### src/rtl/noc_pkg.sv
// Shared definitions for the mesh router input port: flit type codes,
// output port codes, controller state encoding and header field layout.
package noc_pkg;

    // Flit type lives in the two MSBs of every flit.
    typedef enum logic [1:0] {
        FLIT_BODY   = 2'b00,
        FLIT_HEAD   = 2'b01,
        FLIT_TAIL   = 2'b10,
        FLIT_SINGLE = 2'b11
    } flitType_t;

    // Output port codes as understood by SwitchControl.
    typedef enum logic [2:0] {
        PORT_EAST  = 3'd0,
        PORT_WEST  = 3'd1,
        PORT_NORTH = 3'd2,
        PORT_SOUTH = 3'd3,
        PORT_LOCAL = 3'd4
    } portCode_t;

    typedef enum logic [2:0] {
        ST_IDLE    = 3'd0,
        ST_REQ     = 3'd1,
        ST_WAIT    = 3'd2,
        ST_FWD     = 3'd3,
        ST_RELIEVE = 3'd4
    } ctrlState_t;

    // Header layout: type in the top TYPE_W bits, destX directly below,
    // destY directly below destX.
    localparam int TYPE_W = 2;

    function automatic logic isHeadType(input flitType_t t);
        return (t == FLIT_HEAD) || (t == FLIT_SINGLE);
    endfunction

    function automatic logic isTailType(input flitType_t t);
        return (t == FLIT_TAIL) || (t == FLIT_SINGLE);
    endfunction

    // Dimension-ordered routing: resolve X first, then Y, else deliver locally.
    function automatic portCode_t xyRoute(input int destX, input int destY,
                                          input int nodeX, input int nodeY);
        portCode_t p;
        if (destX > nodeX)      p = PORT_EAST;
        else if (destX < nodeX) p = PORT_WEST;
        else if (destY > nodeY) p = PORT_NORTH;
        else if (destY < nodeY) p = PORT_SOUTH;
        else                    p = PORT_LOCAL;
        return p;
    endfunction

endpackage

### src/rtl/flit_fifo.sv
// Show-ahead flit buffer. The head entry is always visible on headData;
// full/empty are registered so the upstream ready never depends on pop.
module flit_fifo #(
    parameter int DATA_WIDTH = 32,
    parameter int DEPTH      = 4
) (
    input  logic                  clk,
    input  logic                  rst,
    input  logic                  pushValid,
    input  logic [DATA_WIDTH-1:0] pushData,
    input  logic                  pop,
    output logic [DATA_WIDTH-1:0] headData,
    output logic                  full,
    output logic                  empty
);

    localparam int AW = $clog2(DEPTH);
    localparam int CW = AW + 1;

    logic [DATA_WIDTH-1:0] mem [DEPTH];
    logic [AW-1:0]         wrPtr;
    logic [AW-1:0]         rdPtr;
    logic [CW-1:0]         count;
    logic [CW-1:0]         countNext;
    logic                  doPush;
    logic                  doPop;

    assign doPush   = pushValid & ~full;
    assign doPop    = pop & ~empty;
    assign headData = mem[rdPtr];

    // Occupancy after this cycle's push/pop; drives the registered flags.
    always_comb begin
        countNext = count;
        case ({doPush, doPop})
            2'b10:   countNext = count + CW'(1);
            2'b01:   countNext = count - CW'(1);
            default: countNext = count;
        endcase
    end

    // Storage is data only, so it is left out of reset.
    always_ff @(posedge clk) begin
        if (doPush) begin
            mem[wrPtr] <= pushData;
        end
    end

    // Pointers, occupancy and status flags.
    always_ff @(posedge clk or negedge rst) begin
        if (!rst) begin
            wrPtr <= '0;
            rdPtr <= '0;
            count <= '0;
            full  <= 1'b0;
            empty <= 1'b1;
        end else begin
            if (doPush) wrPtr <= wrPtr + AW'(1);
            if (doPop)  rdPtr <= rdPtr + AW'(1);
            count <= countNext;
            full  <= (countNext == CW'(DEPTH));
            empty <= (countNext == '0);
        end
    end

endmodule

### src/rtl/input_port_controller.sv
// Input port front end of a mesh router: buffers flits, XY-routes each
// packet head, reserves the output through SwitchControl, streams the
// packet to the crossbar and releases the path after the tail.
//
//   state   | meaning
//   --------+-----------------------------------------------------------
//   IDLE    | wait for a head at the FIFO front; discard stray body/tail
//   REQ     | one-cycle reserve pulse with the latched route
//   WAIT    | request held until SwitchControl grants
//   FWD     | path owned; FIFO head streamed until tail/single leaves
//   RELIEVE | one-cycle release pulse, nothing forwarded
module input_port_controller
    import noc_pkg::*;
#(
    parameter int N             = 4,
    parameter int DATA_WIDTH    = 32,
    parameter int REQUEST_WIDTH = 3,
    parameter int FIFO_DEPTH    = 4,
    parameter int NODE_X        = 0,
    parameter int NODE_Y        = 0
) (
    input  logic                     clk,
    input  logic                     rst,
    input  logic [DATA_WIDTH-1:0]    dataIn,
    input  logic                     validIn,
    output logic                     readyOut,
    output logic [DATA_WIDTH-1:0]    dataOut,
    output logic                     validOut,
    input  logic                     readyIn,
    output logic                     routeReserveRequestValid,
    output logic [REQUEST_WIDTH-1:0] routeReserveRequest,
    input  logic                     routeReserveStatus,
    output logic                     routeRelieve,
    output logic [7:0]               dropCount
);

    localparam int XW = (N > 1) ? $clog2(N) : 1;

    ctrlState_t            state;
    ctrlState_t            nextState;
    portCode_t             routeReg;
    portCode_t             routeCalc;
    logic [DATA_WIDTH-1:0] fifoHead;
    logic                  fifoFull;
    logic                  fifoEmpty;
    logic                  fifoPop;
    logic                  latchRoute;
    logic                  dropInc;
    flitType_t             headType;
    logic [XW-1:0]         destX;
    logic [XW-1:0]         destY;

    flit_fifo #(
        .DATA_WIDTH (DATA_WIDTH),
        .DEPTH      (FIFO_DEPTH)
    ) u_fifo (
        .clk       (clk),
        .rst       (rst),
        .pushValid (validIn),
        .pushData  (dataIn),
        .pop       (fifoPop),
        .headData  (fifoHead),
        .full      (fifoFull),
        .empty     (fifoEmpty)
    );

    assign readyOut = ~fifoFull;
    // Gated so stale buffer contents never leak out after reset.
    assign dataOut  = fifoEmpty ? '0 : fifoHead;

    assign headType  = flitType_t'(fifoHead[DATA_WIDTH-1 -: TYPE_W]);
    assign destX     = fifoHead[DATA_WIDTH-1-TYPE_W -: XW];
    assign destY     = fifoHead[DATA_WIDTH-1-TYPE_W-XW -: XW];
    assign routeCalc = xyRoute(int'(destX), int'(destY), NODE_X, NODE_Y);

    assign routeReserveRequest = REQUEST_WIDTH'(routeReg);

    // Next-state and per-state outputs.
    always_comb begin
        nextState                = state;
        fifoPop                  = 1'b0;
        validOut                 = 1'b0;
        routeReserveRequestValid = 1'b0;
        routeRelieve             = 1'b0;
        latchRoute               = 1'b0;
        dropInc                  = 1'b0;
        case (state)
            ST_IDLE: begin
                if (!fifoEmpty) begin
                    if (isHeadType(headType)) begin
                        latchRoute = 1'b1;
                        nextState  = ST_REQ;
                    end else begin
                        fifoPop = 1'b1;
                        dropInc = 1'b1;
                    end
                end
            end
            ST_REQ: begin
                routeReserveRequestValid = 1'b1;
                nextState                = ST_WAIT;
            end
            ST_WAIT: begin
                if (routeReserveStatus) begin
                    nextState = ST_FWD;
                end
            end
            ST_FWD: begin
                validOut = ~fifoEmpty;
                fifoPop  = validOut & readyIn;
                if (fifoPop && isTailType(headType)) begin
                    nextState = ST_RELIEVE;
                end
            end
            ST_RELIEVE: begin
                routeRelieve = 1'b1;
                nextState    = ST_IDLE;
            end
            default: begin
                nextState = ST_IDLE;
            end
        endcase
    end

    // State register, route latch and saturating drop counter.
    always_ff @(posedge clk or negedge rst) begin
        if (!rst) begin
            state     <= ST_IDLE;
            routeReg  <= PORT_EAST;
            dropCount <= 8'd0;
        end else begin
            state <= nextState;
            if (latchRoute) begin
                routeReg <= routeCalc;
            end
            if (dropInc && (dropCount != 8'hFF)) begin
                dropCount <= dropCount + 8'd1;
            end
        end
    end

endmodule

### config.mk
export PLATFORM = sky130hd
export DESIGN_NAME = input_port_controller
export DESIGN_NICKNAME = d
export VERILOG_FILES = /design/src/rtl/noc_pkg.sv /design/src/rtl/flit_fifo.sv /design/src/rtl/input_port_controller.sv
export SDC_FILE = /design/constraint.sdc
export NUM_CORES = 1
export LEC_CHECK = 0
export CAP_MARGIN = 20
export CELL_PAD_IN_SITES_DETAIL_PLACEMENT = 0
export CELL_PAD_IN_SITES_GLOBAL_PLACEMENT = 1
export CORE_UTILIZATION = 42
export DETAILED_ROUTE_END_ITERATION = 6
export PLACE_DENSITY = 0.83
export SLEW_MARGIN = 40
export SYNTH_ARGS = -nofsm -noshare
export SYNTH_HDL_FRONTEND = slang
export SYNTH_SLANG_ARGS = --single-unit
### constraint.sdc
create_clock -name clk -period 2.85 [get_ports clk]
set_input_delay 0.4275 -clock clk [delete_from_list [all_inputs] [get_ports clk]]
set_output_delay 0.4275 -clock clk [all_outputs]
set_load 0.02 [all_outputs]
==> impl_results.md, run 1 <==
* Maximum buffer depth of the clock tree at 2
* Leakage power total at 2.73 nW
* Fin crit share at 0.956
* VDD IR-drop max at 521 uV
* Cell variety after synth at 34
* Grt total ovfl at 0
* Fillers at 1071
* GR Layer Usage met3 at 0.0538
* Setup slack of the critical path after layout at 125 ps
* Count of standard-cell rows at 43
* Wire length of the first global-routing pass at 17.6 mm
* Final estimated routing congestion in global placement at 0.777
* Grt met1 use at 0.213
* Area of the multi-input gates at 1450 sq um
* Cell area after technology mapping at 5930 sq um
* Start-to-end type of the worst setup path: reg2out
* DR DRC count at 0
* Die H at around 120 um
* TritonCTS clock tree: yes
* Core region area at 13800 sq um
* Number of buffers inserted by hold repair at cts at 0
* Skew final at between 10 and 15 ps
* Highest-count cells in the layout ignoring fill and taps: sky130_fd_sc_hd__edfxtp_1, sky130_fd_sc_hd__clkdlybuf4s50_1, sky130_fd_sc_hd__nor2b_1, sky130_fd_sc_hd__mux4_2, sky130_fd_sc_hd__dfrtp_1
* Proportion of synthesized chip area in sequential cells at 0.741
* Vias per cell at 5.13
* Post-synthesis instance total at 307
* Required @ worst endpoint at 2420 ps
* Fraction of met2 tracks used by global routing at 0.276
* Port Buf Inserts at 82
* PwrDens at between 1000 and 1500 nW/um^2
* Commonest non-fill, non-tap cell in the layout: sky130_fd_sc_hd__edfxtp_1
* Die boundary width at 121 um
* Grt peak-use layer: met2
* Initial core utilization at 0.429
* Clock latency of the later-clocked register in the worst-skew pair at 420 ps
* Total routing usage reported by global routing at 0.170
* # H-tree levels at 4
* Total power draw at 8.41 mW
* Number of placed I/O pins at 84
* Fraction of layout cells with a size suffix above 1 at 0.208
* Arr. time, crit path at 2300 ps
* CP max FO at 17
* FF/Latch Area at between 4000 and 5000 sq um
* Routed WL at 11.2 mm
* Vias at roughly 3000
* First DRT Iteration DRCs at 146
* Critical Path Source Type: flop
* TritonCTS sink count at 150
* Detailed placer's ending HPWL at 7.12 mm
* Antenna violations before repair at 0
* CTS Root Cell: sky130_fd_sc_hd__clkbuf_16
* Post-route minimum period at 2720 ps
* Mapped Nets at 351
* Final-report setup violation count at 0
* Fmax achieved at 0.367 GHz
* Class of the tightest hold or removal check: in2async
* Max capacitance violation total at 0
* Antenna Cells at 0
* Detail-routed net length per standard cell at 18.5 um
* Kind of end point of the critical path: output port
* Clock buffers created by TritonCTS at 17
* Area Overhead vs Synth at 30.0%
* RSZ-0062 raised after global routing: true
* Avg Synthesized Cell Area at 19.3 sq um
* Post-synthesis register bit count at 150
* Die outline area at 14600 sq um
* Antenna-violating nets left at 0
* Number of detailed-route iterations in the first pass at 4
* Yosys warning total at 0
* Via count of the first global-routing pass at 3223
* Largest net degree at the start of global routing at 33
* Outcome: finished clean
* Core utilization of the finished layout at 0.558
* Pre-CTS worst setup slack at between 90 and 100 ps
* Final max-slew violation count at 0
* Number of hold violations in the final report at 0
* # nets final at 454
* Placed Instances at 569
* Post-layout instance count excluding filler cells at ~600
* Clk slew on worst S/H paths at 60 ps
-- routing by layer --
metal / share of wire / vias up
li1: - / 1395
met1: 0.43 / 1599
met2: 0.51 / 88
met3: 0.043 / 10
met4: 0.011 / 0
met5: 0 / -
-- cell usage after synthesis --
cell,number,area share
sky130_fd_sc_hd__mux2_2,1,0.0019
sky130_fd_sc_hd__a31oi_1,1,0.0011
sky130_fd_sc_hd__nand4_1,1,0.0011
sky130_fd_sc_hd__o31ai_1,1,0.0013
sky130_fd_sc_hd__buf_6,1,0.0019
sky130_fd_sc_hd__or4_1,1,0.0013
sky130_fd_sc_hd__and4_1,1,0.0015
sky130_fd_sc_hd__ha_1,6,0.013
sky130_fd_sc_hd__o41ai_1,1,0.0015
sky130_fd_sc_hd__nor3_1,3,0.0025
sky130_fd_sc_hd__nor2b_1,34,0.036
sky130_fd_sc_hd__inv_1,7,0.0044
sky130_fd_sc_hd__dfrtp_1,21,0.089
sky130_fd_sc_hd__dfstp_2,1,0.0044
sky130_fd_sc_hd__xor2_1,4,0.0059
sky130_fd_sc_hd__buf_2,3,0.0025
sky130_fd_sc_hd__and2_1,7,0.0074
sky130_fd_sc_hd__mux2i_1,1,0.0017
sky130_fd_sc_hd__fa_1,1,0.0034
sky130_fd_sc_hd__clkbuf_1,9,0.0057
sky130_fd_sc_hd__or2_2,1,0.0011
sky130_fd_sc_hd__conb_1,1,0.00063
sky130_fd_sc_hd__nor3b_1,1,0.0013
sky130_fd_sc_hd__nand3_1,7,0.0059
sky130_fd_sc_hd__nand2_1,8,0.0051
sky130_fd_sc_hd__buf_4,1,0.0013
sky130_fd_sc_hd__a311oi_4,1,0.0044
sky130_fd_sc_hd__and3_1,2,0.0021
sky130_fd_sc_hd__edfxtp_1,128,0.65
sky130_fd_sc_hd__nor2_1,7,0.0044
sky130_fd_sc_hd__xnor2_1,9,0.013
sky130_fd_sc_hd__mux4_2,32,0.12
sky130_fd_sc_hd__nand3b_1,2,0.0025
sky130_fd_sc_hd__o21ai_0,2,0.0017
-- flip-flops by register name, indices dropped and copies added (netlist names) --
signal               flops
u_fifo.wrPtr             2
u_fifo.rdPtr             2
state                    3
dropCount                8
u_fifo.empty             1
u_fifo.mem             128
u_fifo.count             3
u_fifo.full              1
routeReserveRequest      2
-- area by class of cell --
cell class / count / share of cell area
flip-flops and latches: 150 / 0.570
multi-input cells: 136 / 0.188
repair buffers: 98 / 0.132
clock buffers: 18 / 0.0557
well taps: 180 / 0.0292
clock inverters: 14 / 0.0206
inverters: 7 / 0.00341
-- what timing repair did --
item,4_1_cts,5_1_grt
gates resized for setup,14,5
pin swaps,0,1
setup buffers,0,1
cloned,1,0
setup endpoints to repair,3,8
-- report_power, final --
group          total, mW  internal [mW]  leakage [nW]  switching [mW]
clock network       2.21           1.37         0.287           0.839
logic               3.12           1.55         0.996            1.57
registers           3.09           2.88          1.45           0.207
total               8.41           5.80          2.73            2.62
-- worst max-delay path, cell delays in order (launching register included) --
cell                              delay [ps]
sky130_fd_sc_hd__dfrtp_2                 430
sky130_fd_sc_hd__buf_12                  220
sky130_fd_sc_hd__mux4_2                  510
sky130_fd_sc_hd__nor2b_1                 160
sky130_fd_sc_hd__clkdlybuf4s50_1         560
-- final timing paths --
kind                                             start  slack (ps)                     endpoint  depth (start not counted)
min reg2reg                  u_fifo.count[2]$_DFF_PN0_         470    u_fifo.count[2]$_DFF_PN0_                          1
max                        u_fifo.rdPtr[0]$_DFFE_PN0P_         130                   dataOut[7]                          4
max in group asynchronous                          rst        2200       u_fifo.empty$_DFF_PN1_                          2
min                                                rst         370  u_fifo.wrPtr[1]$_DFFE_PN0P_                          2
min in group clk             u_fifo.count[2]$_DFF_PN0_         470    u_fifo.count[2]$_DFF_PN0_                          1
max reg2reg                u_fifo.rdPtr[0]$_DFFE_PN0P_         140       u_fifo.empty$_DFF_PN1_                         11
-- cell families (layout without fill, tap and decap cells) --
family                     after synthesis  in the layout  share of synthesized area
xor gates and xnor gates                13             13                     0.0192
buffers and inverters                   21            137                     0.0158
and+or+nand+nor                         75             75                     0.0720
DFF                                    150            150                      0.741
adders and majority gates                7              7                     0.0160
other                                    1              1                   0.000632
AOI/OAI and AO/OA                        6              6                    0.00992
muxes                                   34             34                      0.125
-- metrics by stage --
stage          area (sq um)  setup TNS, ps  hold WS [ps]
6_report               7710              0           372
4_1_cts                7690              0           358
3_3_place_gp           7080              0           467
3_5_place_dp           7080              0           465
2_1_floorplan          5930              0           132
5_1_grt                7710           -106           385
No activity file was read; power rests on OpenSTA's default activity.
==> inputs of run 2 (changes only) <==
- CTS_BUF_LIST: not set -> sky130_fd_sc_hd__clkbuf_2
==> impl_results.md, run 2 (same netlist as run 1, synthesis figures left out) <==
* Worst hold start: routeReserveStatus
* Grt total ovfl at 0
* Clk slew on worst S/H paths at 200 ps
* Setup slack of the critical path after layout at about 73 ps
* Power Internal at 5.07 mW
* Leakage power total at 2.67 nW
* Final-report setup violation count at 0
* CTS Root Cell: sky130_fd_sc_hd__clkbuf_2
* Sequential cell fraction of total power at 0.401
* Critical Path Source Type: flop
* Commonest non-fill, non-tap cell in the layout: sky130_fd_sc_hd__edfxtp_1
* CP max FO at 3
* DR DRC count at 0
* Highest-count cells in the layout ignoring fill and taps: sky130_fd_sc_hd__edfxtp_1, sky130_fd_sc_hd__clkdlybuf4s50_1, sky130_fd_sc_hd__mux4_2, sky130_fd_sc_hd__clkbuf_2, sky130_fd_sc_hd__nor2b_1
* Hold-critical path endpoint: state[0]$_DFFE_PN0P_
* Highest-delay cell along the critical path: sky130_fd_sc_hd__mux4_2
* Die H at 121 um
* Max FFs per register at approximately 130
* Antenna violations before repair at 1
* Clock buffers created by TritonCTS at 17
* Post-route minimum period at 2780 ps
* Required @ worst endpoint at 3490 ps
* Pre-CTS worst setup slack at between 90 and 100 ps
* Clock latency of the later-clocked register in the worst-skew pair at 710 ps
* Worst hold path depth at 3
* Port Buf Inserts at 82
* Class of the tightest hold or removal check: in2reg
* RSZ-0062 raised after global routing: true
* Fraction of power spent switching nets at 0.341
* Start-to-end type of the worst setup path: reg2reg
* TritonCTS clock tree: yes
* # nets final at 463
* Fraction of layout cells with a size suffix above 1 at 0.336
* Net switching component of the power at 2.63 mW
* Max capacitance violation total at 0
* Fillers at approximately 1100
* Fmax achieved at about 0.36 GHz
* Vias per cell at 5.12
* Initial core utilization at 0.429
* TritonCTS sink count at 150
* Setup slack of the worst register-to-register path at 70 ps
* Register containing the most flip-flops in the final layout: u_fifo.mem
* R2R cell count at 11
* Placed Instances at 569
* Antenna-violating nets left at 0
* Total routing usage reported by global routing at 0.170
* Final max-slew violation count at 0
* Endpoint of the lowest-slack register-to-register path: u_fifo.full$_DFF_PN0_
* Largest net degree at the start of global routing at 33
* Wire length of the first global-routing pass at 17.5 mm
* Detail-routed net length per standard cell at 18.5 um
* Crit path top cell by count: sky130_fd_sc_hd__xor2_1
* Logic gate share of total power at 0.441
* Arr. time, crit path at around 3400 ps
* Vias at between 3000 and 4000
* Total power draw at 7.69 mW
* Routed WL at 11.3 mm
* Area Overhead vs Synth at 26.5%
* Number of hold violations in the final report at 0
* Maximum buffer depth of the clock tree at 2
* Number of detailed-route iterations in the first pass at 4
* Maximum single-stage delay on the critical path at about 530 ps
* Fin crit share at 0.974
* Die boundary width at 121 um
* CP Cell Sequence: buf_4, mux4_2, o31ai_4, and2_4, ha_4, inv_1, fa_2, xor2_1, nor2_1, xor2_1, nor2b_2
* Detailed placer's ending HPWL at 7.12 mm
* Number of placed I/O pins at 84
* Regs by FF count: u_fifo.mem (128), dropCount (8)
* Startpoint of the worst-slack reg-to-reg timing path: u_fifo.rdPtr[0]$_DFFE_PN0P_
* Core utilization of the finished layout at 0.543
* PwrDens at 1030 nW/um^2
* # H-tree levels at 4
* Clock power share at 0.158
* VDD IR-drop max at between 500 and 600 uV
* Kind of end point of the critical path: flop
* First DRT Iteration DRCs at 102
* Post-layout instance count excluding filler cells at 613
* Die outline area at 14600 sq um
* Final estimated routing congestion in global placement at 0.777
* Count of standard-cell rows at 43
* Core region area at 13800 sq um
* Skew final at just over 30 ps
* Outcome: finished clean
* Via count of the first global-routing pass at 3189
-- run 2: metrics by stage --
step	hold slack [ps]	setup TNS, ps	cell area (sq um)
final	311	0	7500
after global routing	222	-591	7500
after CTS	237	-9.87	7390
after detailed placement	465	0	7080
after global placement	467	0	7080
after floorplan	132	0	5930
-- run 2: power by group through the flow --
stage	combinational [mW]	sequential [mW]	clock, mW
after floorplan	1.89	3.09	0
after global placement	3.12	3.09	0
after detailed placement	3.16	3.13	0
after CTS	3.20	3.09	1.26
after global routing	3.65	3.13	1.34
final	3.39	3.08	1.22
-- run 2: critical path: cells and delay by family, from the launching register on --
family          cells  cell delay (ps)
mux                 1              530
simple gates        3              500
fa+ha+maj           2              460
flops               1              430
xor+xnor            2              380
compound gates      1              260
buf+inv             2              170
-- run 2: area by class of cell --
cell class | count | area (sq um) | area share
sequential | 150 | 4400 | 0.587
multi-input combinational | 136 | 1540 | 0.206
timing repair buffer | 107 | 1050 | 0.140
tap | 180 | 225 | 0.0300
clock inverter | 14 | 159 | 0.0212
clock buffer | 18 | 90.1 | 0.0120
inverter | 7 | 26.3 | 0.00350
antenna | 1 | 2.50 | 0.000333
-- run 2: worst max-delay path by stage --
| stage | slack (ps) | cells after the start | to | startpoint |
|---|---|---|---|---|
| 2_1_floorplan | 190 | 11 | u_fifo.full$_DFF_PN0_ | u_fifo.rdPtr[0]$_DFFE_PN0P_ |
| 3_3_place_gp | 180 | 10 | u_fifo.full$_DFF_PN0_ | u_fifo.rdPtr[0]$_DFFE_PN0P_ |
| 3_5_place_dp | 100 | 10 | u_fifo.full$_DFF_PN0_ | u_fifo.rdPtr[0]$_DFFE_PN0P_ |
| 4_1_cts | -9 | 5 | dataOut[30] | u_fifo.rdPtr[0]$_DFFE_PN0P_ |
| 5_1_grt | -60 | 6 | dataOut[6] | u_fifo.rdPtr[0]$_DFFE_PN0P_ |
| 6_report | 70 | 11 | u_fifo.full$_DFF_PN0_ | u_fifo.rdPtr[0]$_DFFE_PN0P_ |
-- run 2: repair_timing --
| item | in CTS | in global routing |
|---|---|---|
| resized for setup | 120 | 56 |
| setup endpoints to repair | 32 | 33 |
| pin swaps | 1 | 3 |
| endpoints found under the hold margin | 21 | 0 |
| cloned | 3 | 0 |
| setup buffers | 4 | 4 |
| hold buffers | 1 | 0 |
-- run 2: per-layer routing --
metal  track usage  share of wire
met2         0.277           0.50
met1         0.211           0.44
met4        0.0617          0.015
met5             0              0
met3        0.0561          0.046
==> inputs of run 3 (changes only) <==
- CELL_PAD_IN_SITES_GLOBAL_PLACEMENT: 1 -> 2
- PLACE_DENSITY: 0.83 -> 0.88
- clock period: 2.85 -> 2.8 ns (I/O delays scaled with it)
==> impl_results.md, run 3 (same netlist as run 1, synthesis figures left out) <==
* Outcome: finished clean
* Die H at 121 um
* Skew final at 24.2 ps
* PwrDens at approximately 1000 nW/um^2
* Wire length of the first global-routing pass at ~18 mm
* Kind of end point of the critical path: flop
* Met2 routed wirelength at approximately 5.7 mm
* Arr. time, crit path at ~3400 ps
* Core region area at between 10000 and 15000 sq um
* Endpoint of the lowest-slack register-to-register path: u_fifo.full$_DFF_PN0_
* Max FFs per register at 128
* Setup slack of the worst register-to-register path at 40 ps
* Critical Path Source Type: flop
* Number of detailed-route iterations in the first pass at 4
* Port Buf Inserts at about 80
* CTS Root Cell: sky130_fd_sc_hd__clkbuf_2
* Count of standard-cell rows at 43
* Clock latency of the later-clocked register in the worst-skew pair at 680 ps
* Largest net degree at the start of global routing at 33
* Clock buffers created by TritonCTS at 17
* Post-route standard cell area excluding fillers at ~7500 sq um
* Via count of the first global-routing pass at 3310
* Total routing usage reported by global routing at 0.171
* RSZ-0062 raised after global routing: true
* Antenna Cells at 0
* Final estimated routing congestion in global placement at 0.729
* Post-DP Area at a little over 7000 sq um
* Final max-slew violation count at 0
* Launch point of the critical path: u_fifo.rdPtr[0]$_DFFE_PN0P_
* Leakage power total at 2.69 nW
* TritonCTS sink count at 150
* Startpoint of the worst-slack reg-to-reg timing path: u_fifo.rdPtr[0]$_DFFE_PN0P_
* Clk slew on worst S/H paths at 200 ps
* DR DRC count at 0
* Fillers at 1110
* Met1 Routed Length at 4.88 mm
* Post-route minimum period at 2760 ps
* R2R cell count at 11
* Die outline area at between 10000 and 15000 sq um
* Area of the multi-input gates at 1570 sq um
* TritonCTS clock tree: yes
* Worst hold path depth at 1
* CP max FO at 4
* Maximum buffer depth of the clock tree at 2
* Routed WL at approximately 11 mm
* Die boundary width at 121 um
* # nets final at 465
* Detail-routed net length per standard cell at 18.5 um
* Number of hold violations in the final report at 0
* Fraction of layout cells with a size suffix above 1 at 0.351
* Length of routed met3 wiring at 659 um
* Grt total ovfl at 0
* Regs by FF count: u_fifo.mem (128), dropCount (8)
* Register containing the most flip-flops in the final layout: u_fifo.mem
* Antenna violations before repair at 0
* Class of the tightest hold or removal check: in2reg
* Required @ worst endpoint at 3410 ps
* Number of placed I/O pins at 84
* Detailed placer's ending HPWL at 6.54 mm
* First DRT Iteration DRCs at 149
* Vias per cell at 5.05
* Final-report setup violation count at 0
* VDD IR-drop max at 491 uV
* Initial core utilization at 0.429
* Start-to-end type of the worst setup path: reg2reg
* Core utilization of the finished layout at 0.544
* Vias at roughly 3100
* FF/Latch Area at about 4400 sq um
* Max capacitance violation total at 0
* Highest-count cells in the layout ignoring fill and taps: sky130_fd_sc_hd__edfxtp_1, sky130_fd_sc_hd__clkdlybuf4s50_1, sky130_fd_sc_hd__mux4_2, sky130_fd_sc_hd__clkbuf_2, sky130_fd_sc_hd__nor2b_1
* Area Overhead vs Synth at 27.0%
* End point of the critical path: u_fifo.full$_DFF_PN0_
* Fin crit share at 0.985
* Commonest non-fill, non-tap cell in the layout: sky130_fd_sc_hd__edfxtp_1
* # H-tree levels at 4
* Fmax achieved at roughly 0.36 GHz
* Antenna-violating nets left at 0
* Top routing layer used: met4
==> run 3: changes by cell type in the layout (fill, tap and decap cells not counted), sizes merged <==
cell	delta
inv	-1
clkbuf	-3
buf	+6
clkdlybuf4s15	+3
clkinv	-5
clkinvlp	+2
diode	-1
bufinv	-1
==> run 3: cell type report <==
type                       instances  share of cell area
clock inverter                     9              0.0140
sequential                       150               0.585
clock buffer                      22              0.0146
tap                              180              0.0299
timing repair buffer             109               0.144
inverter                           7             0.00349
multi-input combinational        136               0.209
==> run 3: report_power, final <==
group	total, mW	switching (mW)	internal (mW)
Sequential	3.15	0.219	2.93
Combinational	3.55	1.73	1.82
Clock	1.13	0.717	0.416
Total	7.83	2.66	5.16
==> run 3: worst min-delay path by stage <==
stage | from | to | slack, ps
6_report | dataIn[5] | u_fifo.mem[3][5]$_DFFE_PP_ | 340
2_1_floorplan | rst | dropCount[0]$_DFFE_PN0P_ | 120
3_3_place_gp | routeReserveRequest[1]$_DFFE_PN0P_ | routeReserveRequest[1]$_DFFE_PN0P_ | 460
4_1_cts | dataIn[5] | u_fifo.mem[2][5]$_DFFE_PP_ | 260
3_5_place_dp | u_fifo.count[2]$_DFF_PN0_ | u_fifo.count[2]$_DFF_PN0_ | 470
5_1_grt | dataIn[2] | u_fifo.mem[0][2]$_DFFE_PP_ | 250
==> run 3: what timing repair did <==
action                     CTS  global route
gates resized for setup    139            61
hold endpoints to repair     3             0
cloned                       3             0
pin swaps                    3             4
hold buffers                 1             0
setup buffers                6             7
setup endpoints to repair   33            33
==> run 3: metrics by stage <==
stage	std cells	TNS [ps]	hold slack (ps)	worst slack (ps)	power, mW
global route	613	-240	251	-67.1	8.26
floorplan	307	0	124	139	5.07
detailed placement	567	0	468	9.46	6.35
CTS	608	-128	261	-64.5	7.60
global placement	567	0	464	158	6.28
finish	613	0	336	40.9	7.83
==> run 3: layer usage <==
metal / vias to the layer above / global-route usage
met5: - / 0
met4: 0 / 0.0556
met3: 11 / 0.0571
met2: 98 / 0.274
met1: 1572 / 0.220
li1: 1415 / -
==> run 3: worst max-delay path: stages, from the launching register on <==
cell and delay (ps):
sky130_fd_sc_hd__dfrtp_2 470, sky130_fd_sc_hd__buf_6 110, sky130_fd_sc_hd__mux4_2 550, sky130_fd_sc_hd__o31ai_4 230, sky130_fd_sc_hd__and2_4 200, sky130_fd_sc_hd__ha_4 130
sky130_fd_sc_hd__inv_2 30, sky130_fd_sc_hd__fa_2 330, sky130_fd_sc_hd__xor2_1 140, sky130_fd_sc_hd__nor2_1 110, sky130_fd_sc_hd__xor2_1 220, sky130_fd_sc_hd__nor2b_1 170
